===== src/rtl/shift_arbiter.sv =====
`default_nettype none
// ============================================================================
// Module      : shift_arbiter
// Description : Round-robin arbiter sharing one 32-bit log barrel shifter
//               (SLL/SRL/SRA/ROR) between the ALU execute port (0) and the
//               multdiv normalisation port (1). Results leave through a
//               registered, tagged output with consumer backpressure.
//               Optional macro SHIFT_ARB_PIPE_EN inserts a stage-1 register
//               ahead of the shifter (latency 2, full throughput kept).
// Revision    : 1.0 - initial release
// ============================================================================
module shift_arbiter #(
    parameter int WIDTH = 32,
    parameter int SHW   = 5
) (
    input  logic             clock,
    input  logic             reset_n,
    input  logic             req0_valid,
    output logic             req0_ready,
    input  logic [1:0]       req0_op,
    input  logic [WIDTH-1:0] req0_data,
    input  logic [SHW-1:0]   req0_shamt,
    input  logic             req1_valid,
    output logic             req1_ready,
    input  logic [1:0]       req1_op,
    input  logic [WIDTH-1:0] req1_data,
    input  logic [SHW-1:0]   req1_shamt,
    output logic             out_valid,
    input  logic             out_ready,
    output logic [WIDTH-1:0] out_data,
    output logic             out_id
);

    localparam logic [1:0]       c_op_sll = 2'b00;
    localparam logic [1:0]       c_op_srl = 2'b01;
    localparam logic [1:0]       c_op_sra = 2'b10;
    localparam logic [1:0]       c_op_ror = 2'b11;
    localparam logic [WIDTH-1:0] c_ones   = {WIDTH{1'b1}};

    // Arbitration and handshake
    logic             r_last_grant;
    logic             w_gnt0;
    logic             w_gnt1;
    logic             w_can_accept;
    logic             w_xfer0;
    logic             w_xfer1;
    logic             w_xfer;

    // Payload of the granted requester
    logic [1:0]       w_in_op;
    logic [WIDTH-1:0] w_in_data;
    logic [SHW-1:0]   w_in_shamt;

    // Operands actually presented to the shifter
    logic [1:0]       w_sh_op;
    logic [WIDTH-1:0] w_sh_data;
    logic [SHW-1:0]   w_sh_shamt;

    // Shifter internals
    logic             w_is_left;
    logic             w_is_rot;
    logic             w_fill;
    logic [WIDTH-1:0] w_acc;
    logic [WIDTH-1:0] w_result;

    // Output register load control
    logic             w_load;
    logic             w_load_id;

    logic             r_out_valid;
    logic [WIDTH-1:0] r_out_data;
    logic             r_out_id;

    // Reverse bit order; lets the left shift reuse the right-shift network.
    function automatic logic [WIDTH-1:0] bit_rev(input logic [WIDTH-1:0] v);
        logic [WIDTH-1:0] r;
        r = '0;
        for (int i = 0; i < WIDTH; i++) begin
            r[i] = v[WIDTH-1-i];
        end
        return r;
    endfunction

    // Round-robin grant: a lone requester wins, a tie goes to the port that
    // did not win the last transfer. Only valids and history are consulted.
    always_comb begin
        w_gnt0 = 1'b0;
        w_gnt1 = 1'b0;
        if (req0_valid && (!req1_valid || r_last_grant)) begin
            w_gnt0 = 1'b1;
        end else if (req1_valid) begin
            w_gnt1 = 1'b1;
        end
    end

    assign w_xfer0    = w_gnt0 & w_can_accept;
    assign w_xfer1    = w_gnt1 & w_can_accept;
    assign w_xfer     = w_xfer0 | w_xfer1;
    assign req0_ready = w_xfer0;
    assign req1_ready = w_xfer1;

    assign w_in_op    = w_gnt1 ? req1_op    : req0_op;
    assign w_in_data  = w_gnt1 ? req1_data  : req0_data;
    assign w_in_shamt = w_gnt1 ? req1_shamt : req0_shamt;

    // Grant history: remember the winner of each transfer, hold otherwise.
    always_ff @(posedge clock or negedge reset_n) begin
        if (!reset_n) begin
            r_last_grant <= 1'b1;
        end else if (w_xfer) begin
            r_last_grant <= w_xfer1;
        end
    end

`ifdef SHIFT_ARB_PIPE_EN
    logic             r_s1_valid;
    logic [1:0]       r_s1_op;
    logic [WIDTH-1:0] r_s1_data;
    logic [SHW-1:0]   r_s1_shamt;
    logic             r_s1_id;
    logic             w_s1_adv;

    // Stage 1 moves forward when the output register is free or draining.
    assign w_s1_adv     = r_s1_valid & (~r_out_valid | out_ready);
    assign w_can_accept = ~r_s1_valid | w_s1_adv;

    // Stage-1 capture of the accepted operation.
    always_ff @(posedge clock or negedge reset_n) begin
        if (!reset_n) begin
            r_s1_valid <= 1'b0;
            r_s1_op    <= '0;
            r_s1_data  <= '0;
            r_s1_shamt <= '0;
            r_s1_id    <= 1'b0;
        end else if (w_xfer) begin
            r_s1_valid <= 1'b1;
            r_s1_op    <= w_in_op;
            r_s1_data  <= w_in_data;
            r_s1_shamt <= w_in_shamt;
            r_s1_id    <= w_xfer1;
        end else if (w_s1_adv) begin
            r_s1_valid <= 1'b0;
        end
    end

    assign w_sh_op    = r_s1_op;
    assign w_sh_data  = r_s1_data;
    assign w_sh_shamt = r_s1_shamt;
    assign w_load     = w_s1_adv;
    assign w_load_id  = r_s1_id;
`else
    assign w_can_accept = ~r_out_valid | out_ready;
    assign w_sh_op      = w_in_op;
    assign w_sh_data    = w_in_data;
    assign w_sh_shamt   = w_in_shamt;
    assign w_load       = w_xfer;
    assign w_load_id    = w_xfer1;
`endif

    assign w_is_left = (w_sh_op == c_op_sll);
    assign w_is_rot  = (w_sh_op == c_op_ror);
    // SRA fill comes from the original operand MSB, not from the stage input,
    // so every stage sees the same sign. SRL and SLL fill with zeros.
    assign w_fill    = (w_sh_op == c_op_sra) & w_sh_data[WIDTH-1];

    // Five-stage log right shifter (16/8/4/2/1); rotate re-inserts the bits
    // falling off bit 0, left shift runs on the bit-reversed operand.
    always_comb begin
        w_acc = w_is_left ? bit_rev(w_sh_data) : w_sh_data;
        for (int s = SHW - 1; s >= 0; s--) begin
            if (w_sh_shamt[s]) begin
                w_acc = (w_acc >> (1 << s)) |
                        (w_is_rot ? (w_acc << (WIDTH - (1 << s))) :
                         (w_fill  ? ~(c_ones >> (1 << s)) : '0));
            end
        end
    end

    assign w_result = w_is_left ? bit_rev(w_acc) : w_acc;

    // Output register: load a new result, otherwise drop valid once taken.
    always_ff @(posedge clock or negedge reset_n) begin
        if (!reset_n) begin
            r_out_valid <= 1'b0;
            r_out_data  <= '0;
            r_out_id    <= 1'b0;
        end else if (w_load) begin
            r_out_valid <= 1'b1;
            r_out_data  <= w_result;
            r_out_id    <= w_load_id;
        end else if (out_ready) begin
            r_out_valid <= 1'b0;
        end
    end

    assign out_valid = r_out_valid;
    assign out_data  = r_out_data;
    assign out_id    = r_out_id;

endmodule
`default_nettype wire


===== config.mk =====
export PLATFORM = sky130hd
export DESIGN_NAME = shift_arbiter
export DESIGN_NICKNAME = d
export VERILOG_FILES = /design/src/rtl/shift_arbiter.sv
export SDC_FILE = /design/constraint.sdc
export NUM_CORES = 1
export LEC_CHECK = 0
export CORE_MARGIN = 4
export CORE_UTILIZATION = 49
export DETAILED_ROUTE_END_ITERATION = 7
export GPL_TIMING_DRIVEN = 1
export PLACE_DENSITY_LB_ADDON = 0.12
export RECOVER_POWER = 50
export SLEW_MARGIN = 20
export SYNTH_ARGS = -nofsm -noshare
export SYNTH_HDL_FRONTEND = slang
export SYNTH_SLANG_ARGS = --single-unit

===== constraint.sdc =====
create_clock -name clock -period 2.6 [get_ports clock]
set_clock_uncertainty 0.05 [all_clocks]
set_input_delay 0.78 -clock clock [delete_from_list [all_inputs] [get_ports clock]]
set_output_delay 0.78 -clock clock [all_outputs]
set_load 0.01 [all_outputs]

==> key figures, run 1 <==
Synthesis
  • Post-synthesis cell type count: 83
  • Synth Register Bits: 35
  • Syn nets: 863
  • Yosys warning total: 0
  • Top_reg_cell synth: dfrtp_1
  • EDFF count, synth: 0
  • Avg Cell Area, Syn: 8.089 µm²
  • Netlist Area Pre-Place: 6310 µm²
  • Ys async rst share: 100.0%
  • Syn Inst Count: 780
  • Sequential-to-total area share from yosys stat: 13.90%

Run status
  • Exit stage: 4_1_cts
  • Log Error: [ERROR DPL-0033] detailed placement checks failed during check placement.
  • Status: stopped before the end

Floorplanning
  • Rows: 41
  • Die Ht: 121.5 µm
  • Die Span X: 121.5 µm
  • Initial Utilization: 50.00%
  • I/O pin count: 119

Clock tree
  • CTS Sinks: 35
  • CTS buffer count: 5
  • Post-CTS Setup Inserts: 77
  • # resized after CTS: 482
  • Clock root buffer master: clkbuf_16
  • H-tree levels: 2
  • Post-CTS Hold Buffers: 0
  • Longest Clk Path Bufs: 2

Placed design
  • RD Place Congestion: 1.032
  • Post-DP Area: 9592 µm²
  • PortBufs: 118
  • Hpwl dp: 22680 µm
[cell usage after synthesis (21+ instances only)]
cell type	count	area (µm²)
nor3_1	34	170.2
nand2_1	44	165.2
mux2i_1	47	470.5
buf_2	31	155.2
a211oi_1	60	450.4
nand3_1	21	105.1
a21oi_1	36	180.2
o21ai_0	53	265.3
a22oi_1	24	180.2
nor2_1	43	161.4
clkbuf_1	33	123.9
or3b_2	33	289.0
dfrtp_1	34	850.8
[metrics by stage]
stage	TNS, ns	hold WS [ns]	instances	setup slack [ns]	utilization, %
after detailed placement	-46.82	0.4154	1241	-1.591	76.01
after floorplan	-11.22	0.4344	780	-0.4117	-
after global placement	-44.88	0.4085	1241	-1.536	76.01
[cell families after synthesis]
| kind of cell | count (synthesis) | synth area share, % |
|---|---|---|
| multiplexers | 93 | 18.70 |
| buffers and inverters | 93 | 7.872 |
| flip-flops | 35 | 13.90 |
| AO/OA/AOI/OAI | 325 | 38.65 |
| AND/OR/NAND/NOR | 234 | 20.88 |
==> run 2, diff against run 1 <==
--- a/config.mk
+++ b/config.mk
@@ -6,10 +6,10 @@
 export NUM_CORES = 1
 export LEC_CHECK = 0
 export CORE_MARGIN = 4
-export CORE_UTILIZATION = 49
+export CORE_UTILIZATION = 40
 export DETAILED_ROUTE_END_ITERATION = 7
 export GPL_TIMING_DRIVEN = 1
-export PLACE_DENSITY_LB_ADDON = 0.12
+export PLACE_DENSITY_LB_ADDON = 0.15
 export RECOVER_POWER = 50
 export SLEW_MARGIN = 20
 export SYNTH_ARGS = -nofsm -noshare
==> constraint.sdc (replaced) <==
create_clock -name clock -period 3.38 [get_ports clock]
set_clock_uncertainty 0.05 [all_clocks]
set_input_delay 1.014 -clock clock [delete_from_list [all_inputs] [get_ports clock]]
set_output_delay 1.014 -clock clock [all_outputs]
set_load 0.01 [all_outputs]
==> run 2 against run 1 <==
  * The flow now finishes, with violations (max-capacitance violations, max-slew violations, negative setup slack)
  * Synthesized area unchanged
  * Synthesized cell count stayed put
==> key figures, run 2 <==
Clock tree
  • CTS clk-pin slew, worst paths: 0.05 ns
  • Clock Latency Late Sink: 0.28 ns
  • Longest Clk Path Bufs: 2
  • CTS Sinks: 35
  • CTS tree: yes
  • Post-CTS Hold Buffers: 0
  • Clock root buffer master: clkbuf_16
  • CTS buffer count: 5
  • H-tree levels: 2

Placed design
  • Hpwl dp: 24350 µm
  • Post-DP Area: 9649 µm²
  • RD Place Congestion: 1.009
  • Placed cells: 1311
  • PortBufs: 118

Drt
  • Drt first pass iters: 5
  • Via count: 8953
  • DRC: 0
  • Starting DRT DRC Count: 978
  • WL/cell: 24.74 µm
  • Via-per-instance ratio: 6.540
  • Final wirelength: 33870 µm
  • DRT antenna net count: 0

Critical path
  • R2r startpoint: r_last_grant
  • Worst-path fanout max: 7
  • Setup CP Type: primary input to flop
  • Buf/Inv on CP: 5
  • CP Data Arrival Time: 3.71 ns
  • Top delay family on crit path: compound AO/OA/AOI/OAI gates
  • Ordered list of cells on the worst path: buf_6 -> a21bo_4 -> buf_4 -> buf_6 -> buf_12 -> a2111oi_2 -> or4_4 -> o21ai_2 -> o21ai_2 -> buf_6 -> o211ai_1 -> a31oi_1 -> mux2_2 -> a21oi_2
  • Largest stage delay on the critical path: 0.57 ns
  • Most Frequent Cell on Critical Path: buf_6
  • RR Endpoint: out_data[27]
  • Worst EP required: 3.54 ns
  • Nature of the critical path endpoint: flop
  • Startpoint Class: primary input
  • Slowest cell on crit path: or4_4
  • Reg2Reg Depth: 13
  • R2R Setup Slk: 0.16 ns

Final layout
  • Antenna Cells: 0
  • Most frequent cells in the layout: buf_4 (278), clkdlybuf4s50_1 (79), a211oi_2 (49)
  • Fin nets: 1240
  • Area grow syn2layout: 91.83%
  • Share of cells above drive strength 1: 58.46%
  • Core Util, Final: 79.04%
  • Finished Layout Cells: 1369
  • Leading cell type in the layout, fill and taps excluded: buf_4
  • Number of flip-flops under the largest register name: 32
  • Final Instance Area: 12100 µm²

STA
  • Hold Fails Final Rpt: 0
  • RSZ-0062 raised after global routing: true
  • Minimum clock period after layout: 3.550 ns
  • Setup violators final: 29
  • Post-route worst setup slack: -0.1696 ns
  • Hold_ws: 0.4229 ns
  • Setup TNS: -2.045 ns
  • Final worst path period share: 105.0%
  • F_max: 281.7 MHz
  • Worst rel slew slack: -26.85%
  • Tightest Pin Transition: 1.903 ns
  • Final Max Slew Viols: 36

Global routing
  • Largest net degree at the start of global routing: 36
  • First-pass GRT wire length: 50260 µm
  • Total global-route track usage: 35.38%
  • Grt ovf: 0
  • Initial antenna violation count: 0
  • Vias in the first global route: 8900

Synthesis
  • Commonest cells in the synthesized netlist: a211oi_1 (60), o21ai_0 (53), mux2i_1 (47)
  • Top-count cell post-synth: a211oi_1
  • Yosys top cell area share: 13.48%
  • Syn Inst Count: 780
  • Syn nets: 863
  • Area leader, netlist: dfrtp_1
  • Post-synthesis cell type count: 83
  • Netlist Area Pre-Place: 6310 µm²
  • Top cells by area, synth: dfrtp_1 (13%), mux2i_1 (7.5%), a211oi_1 (7.1%), or3b_2 (4.6%), o21ai_0 (4.2%)
  • Ys async rst share: 100.0%
  • EDFF count, synth: 0
  • Sequential-to-total area share from yosys stat: 13.90%
  • Yosys warning total: 0
  • Top_reg_cell synth: dfrtp_1
  • Synth Register Bits: 35
  • Avg Cell Area, Syn: 8.089 µm²

Floorplanning
  • Rows: 45
  • Die Span X: 133.6 µm
  • Core area: 15310 µm²
  • Die Ht: 133.6 µm
  • I/O pin count: 119
  • Full die area: 17850 µm²
  • Initial Utilization: 41.20%

Run status
  • Failing checks: max-capacitance violations, max-slew violations, negative setup slack
  • Status: finished, violations left

Hold path
  • Hold Crit Class: flop to flop
  • WHS Path Cells: 1
  • Hold endpoint: out_id
  • Worst min-delay path startpoint: out_id

Flow run
  • Max-cap viol count: 1

Power
  • Pwr per Cell Area: 417.4 nW/µm²
  • LEAKAGE: 0.004712 µW
  • Max IR drop VDD: 0.0004820 V
## run 2: cell counts after synthesis
No cell type changed its count.
## run 2: per-layer routing
layer,GRT usage [%],routed length [µm]
met3,8.724,3165
met2,55.64,15500
met1,46.64,13600
met5,0,0
met4,14.23,1601
## run 2: cell families after synthesis
logic type      after synthesis  synth area share [%]
compound gates              325                 38.65
buf+inv                      93                 7.872
flops                        35                 13.90
mux                          93                 18.70
simple gates                234                 20.88
## run 2: metrics by stage
| step | power [µW] | worst slack (ns) |
|---|---|---|
| after floorplan | 2113 | 0.01960 |
| after global placement | 3546 | -1.004 |
| after detailed placement | 3581 | -1.042 |
| after CTS | 4692 | -0.06195 |
| after global routing | 5274 | -0.2234 |
| final | 5052 | -0.1696 |
## run 2: power by group
group          internal, µW  switching (µW)  total, µW
Combinational          1880            1890       3770
Sequential              612             128        740
Clock                   367             179        545
## run 2: how the worst max path moves through the flow
stage,from,end,slack [ns],depth (start not counted)
after detailed placement,req1_op[0],out_data[4],-1.04,12
after floorplan,req0_op[0],out_data[9],0.02,10
after global routing,req1_valid,out_data[4],-0.22,14
after CTS,req1_valid,out_data[14],-0.06,13
after global placement,req0_valid,out_data[26],-1.00,13
final,req1_valid,out_data[27],-0.17,14
## run 2: worst reg2reg max path, cell delays in order, from the launching register on
cell and delay [ns]:
dfstp_2 0.54, a21bo_4 0.26, buf_4 0.16, buf_6 0.10, buf_12 0.12, a2111oi_2 0.05, or4_4 0.57, o21ai_2 0.16
o21ai_2 0.08, buf_6 0.14, o211ai_1 0.30, a31oi_1 0.19, mux2_2 0.30, a21oi_2 0.14
## run 2: area by class of cell
cell class	instances	area, µm²
clock buffer	6	138.9
timing repair buffer	454	4237
tap	211	264.0
fill	1006	3211
sequential	35	877.1
clock inverter	2	35.03
inverter	9	33.78
multi-input combinational	652	6519
## run 2: what timing repair did
action,in CTS,in global routing
setup endpoints to repair,34,32
cloned,5,2
pin swaps,73,35
gates resized for setup,313,103
setup buffers,35,14
No activity file was read; power rests on OpenSTA's default activity.
==> edit 1, RTL diff (config.mk and constraints of run 2) <==
The option `SHIFT_ARB_PIPE_EN` is turned on by a define.
--- a/src/rtl/shift_arbiter.sv
+++ b/src/rtl/shift_arbiter.sv
@@ -9,6 +9,8 @@
 //               ahead of the shifter (latency 2, full throughput kept).
 // Revision    : 1.0 - initial release
 // ============================================================================
+`define SHIFT_ARB_PIPE_EN
+
 module shift_arbiter #(
     parameter int WIDTH = 32,
     parameter int SHW   = 5
Check against the original RTL: not equivalent (Yosys sat finds a counterexample within 4 cycles, from zero or initial values and one cycle with reset_n low).
==> edit 1 against run 2 <==
  * The flow finishes with violations (capacitance limit, slew limit)
  * Sequential cell count up 41
  * Final area down 26%
  * Setup slack better by 0.37 ns
  * Routed wire length down 17%
  * Maximum frequency up 12%
  * Area after synthesis up 11%
  * Sequential share of layout area up 14 points
  * Highest routed layer unchanged
Power is not compared: it rests on default switching activity, and its combinational part moved more than twofold at a synthesized area within 25%.
==> edit 1: results (changes against run 2) <==
Placed Cells -> 1192 (-9.1%)
Hold WS -> 0.433 ns (+0.00986 ns)
1st-pass router iterations -> 6 (+1)
Register Area -> 1900 sq um (+120%)
RD Place Congestion -> 1.08 (+6.9%)
all-layer global routing usage -> 27.9% (-7.5 points)
Main synth FF type -> dfrtp_1
crit-path max FO -> 3 (-4)
mux contribution to synthesized area -> 18.1% (-0.56 points)
post-CTS setup buffer count -> 0 (-100%)
register area share after synthesis -> 27.2% (+13 points)
Inverters, non-clock -> 12 (+3)
max-slew violation count -> 77 (+110%)
post-synthesis compound-gate area fraction -> 29.6% (-9.0 points)
Period minus WS final -> 3.18 ns (-0.373 ns)
vias in the first global route -> 7137 (-20%)
failing checks -> capacitance limit, slew limit
slew of the pin with the lowest slew margin -> 1.84 ns (-0.0586 ns)
top cells by area, synth -> dfrtp_1, mux2i_1, mux4_2
hpwl dp -> 21800 um (-11%)
CLK BUF -> 11 (+5)
Detailed Route WL -> 28100 um (-17%)
CTS resizes -> 2 (-99%)
status -> finished with violations
utilization after layout -> 52.3% (-27 points)
largest net degree at the start of global routing -> 77 (+110%)
Seq/total area -> 21.1% (+14 points)
Worst-Skew Late Latency -> 0.35 ns (+0.07 ns)
Non-CTS buffers -> 180 (-60%)
R2R setup slack -> 0.26 ns (+0.10 ns)
multi-input combinational area share -> 52.9% (-0.96 points)
critical path arrival -> 2.11 ns (-1.60 ns)
pre-CTS setup slack -> -0.0570 ns (+0.985 ns)
Syn Nets -> 943 (+9.3%)
MaxCap Viol Count -> 1 (unchanged)
FILL cells -> 1724 (+71%)
layout cell share with drive strength beyond 1 -> 13.5% (-45 points)
#MultiIn Comb -> 699 (+7.2%)
vias per std cell -> 6.48 (-0.98%)
most frequent cells after synthesis -> nand2_1, o21ai_0, dfrtp_1
non-clk buf share -> 18.8% (-16 points)
Synth cell types -> 66 (-20%)
first-iteration detailed-routing DRC count -> 916 (-6.3%)
clk tree area frac -> 3.53% (+2.1 points)
-- edit 1: final timing paths --
check | start | depth (start not counted) | end
setup reg to reg | r_s1_op[0] | 10 | out_data[15]
max in group asynchronous | reset_n | 1 | r_s1_shamt[4]
hold reg to reg | out_data[2] | 2 | out_data[2]
min in group asynchronous | reset_n | 1 | out_data[22]
setup / recovery | out_ready | 5 | req0_ready
hold / removal | out_data[2] | 2 | out_data[2]
-- edit 1: metal layers --
layer / global-route usage, % / vias to the layer above / share of wire, %
met1: 38.0 / 3708 / 42
met5: 0 / - / 0
met4: 11.6 / 0 / 4.3
met3: 4.37 / 90 / 8.1
met2: 44.3 / 451 / 46
li1: - / 3574 / -
-- edit 1: critical path, stage by stage --
cell             delay (ns)
clkdlybuf4s50_1        0.40
nand3b_1               0.22
nand3_1                0.14
inv_1                  0.06
dlygate4sd2_1          0.28
-- edit 1: cell families after synthesis --
group | after synthesis
AND/OR/NAND/NOR | 308
AO/OA/AOI/OAI | 296
multiplexers | 95
buffers and inverters | 85
flip-flops | 76
==> edit 2, RTL diff (settings of run 2) <==
Without the edit above. Change the parameter `SHW` from 5 to 4.
--- a/src/rtl/shift_arbiter.sv
+++ b/src/rtl/shift_arbiter.sv
@@ -11,7 +11,7 @@
 // ============================================================================
 module shift_arbiter #(
     parameter int WIDTH = 32,
-    parameter int SHW   = 5
+    parameter int SHW   = 4
 ) (
     input  logic             clock,
     input  logic             reset_n,
Ports: changed (resized req0_shamt and req1_shamt); port bits go from 119 to 117. The function was not compared with the original's and may differ.
==> edit 2 against run 2 <==
  * The flow still finishes with violations (capacitance limit, slew limit, setup timing)
  * Routed wire length is 26% lower
  * Setup slack gained 0.17 ns
  * Sequential power down 3.2%
  * Area after synthesis decreased by 16%
  * Non-clock buffer count down 107
  * Final area fell by 26%
  * Sequential cell count stayed put
  * Power shrank 22%
  * Worst hold slack improved by 0.022 ns
==> edit 2: results (changes against run 2) <==
worst vdd ir -> 448 uV (-7.0%)
clock share of power -> 13.5% (+2.7 points)
crit-path max FO -> 5 (-2)
wire length per cell -> 22.5 um (-9.1%)
layout cell share with drive strength beyond 1 -> 41.7% (-17 points)
failing checks -> capacitance limit, slew limit, setup timing
top cells by area, synth -> dfrtp_1, mux2i_1, mux4_2
Pleak -> 3.67 nW (-22%)
IO buf count -> 116 (-1.7%)
register area share after synthesis -> 16.5% (+2.6 points)
1st-pass router iterations -> 6 (+1)
setup violators final -> 1 (-97%)
MaxCap Viol Count -> 1 (unchanged)
Area after DPL -> 8030 sq um (-17%)
CTS HTree Levels -> 2 (unchanged)
met3 usage -> 5.40% (-3.3 points)
PnR worst setup slack -> -0.000988 ns (+0.169 ns)
most frequent cells after synthesis -> nand2_1, mux2i_1, o21ai_0
met3 WL -> 2420 um (-23%)
die area -> 15200 sq um (-15%)
Synth cell types -> 77 (-7.2%)
first-pass GRT wire length -> 38400 um (-24%)
M1 wire length -> 10300 um (-24%)
Slowest-stage cell, CP -> mux4_2
nets@finish -> 1024 (-17%)
hpwl dp -> 19800 um (-18%)
max-slew violation count -> 36 (unchanged)
PD cells -> 441 nW/um^2 (+5.7%)
post-synthesis compound-gate area fraction -> 33.7% (-5.0 points)
first-iteration detailed-routing DRC count -> 934 (-4.5%)
NetSw -> 1.59 mW (-28%)
mux contribution to synthesized area -> 22.1% (+3.4 points)
all-layer global routing usage -> 32.4% (-2.9 points)
RD Place Congestion -> 0.980 (-2.9%)
Rel. slew slack -> -23.5% (+3.4 points)
routed wl met2 -> 11400 um (-26%)
Syn Nets -> 735 (-15%)
CP peak stage delay -> 0.33 ns (-0.24 ns)
status -> finished with violations
pre-CTS setup slack -> -0.666 ns (+0.376 ns)
FILL cells -> 1010 (+0.40%)
edit 2: cell types whose count changed in the layout (fill, tap and decap cells not counted), moves of 15 or more:
cell,before,now
buf_4,278,207
dlygate4sd2_1,22,4
or3b_4,24,0
clkdlybuf4s50_1,79,107
buf_12,25,10
mux2i_1,22,37
a211oi_2,49,9
nand2_1,39,63
edit 2: layout make-up:
class	count	share of cell area (%)
multi-input cells	545	50.9
repair buffers	347	34.6
flip-flops and latches	35	9.77
well taps	172	2.40
clock buffers	6	1.55
clock inverters	2	0.390
inverters	9	0.376
edit 2: worst paths after layout:
| path | start | endpoint | slack [ns] | depth (start not counted) |
|---|---|---|---|---|
| min | out_id | out_id | 0.44 | 2 |
| max in group asynchronous | reset_n | out_data[23] | 0.48 | 2 |
| max | req1_valid | out_data[31] | -0.001 | 12 |
| min in group asynchronous | reset_n | out_data[17] | 1.71 | 2 |
| max reg2reg | r_last_grant | out_data[31] | 0.43 | 11 |
| min reg2reg | out_id | out_id | 0.44 | 2 |
edit 2: metrics by stage:
| stage | util, % | setup TNS (ns) | hold WS [ns] | instances |
|---|---|---|---|---|
| 3_5_place_dp | 62.6 | -18.54 | 0.441 | 1079 |
| 6_report | 70.0 | -0.000988 | 0.444 | 1116 |
| 5_1_grt | 70.0 | -0.468 | 0.474 | 1116 |
| 3_3_place_gp | 62.6 | -18.36 | 0.407 | 1079 |
| 4_1_cts | 67.1 | 0 | 0.454 | 1099 |
| 2_1_floorplan | - | 0 | 0.409 | 654 |
edit 2: logic make-up after synthesis:
group           after synthesis
compound gates              247
buf+inv                      75
flops                        35
mux                          86
simple gates                211
edit 2: what timing repair did:
item | CTS | global route
buffers inserted | 10 | 17
cloned | 3 | 1
hold buffers | 0 | 0
resized for setup | 65 | 76
endpoints found under the setup margin | 34 | 32
pin swaps | 21 | 17
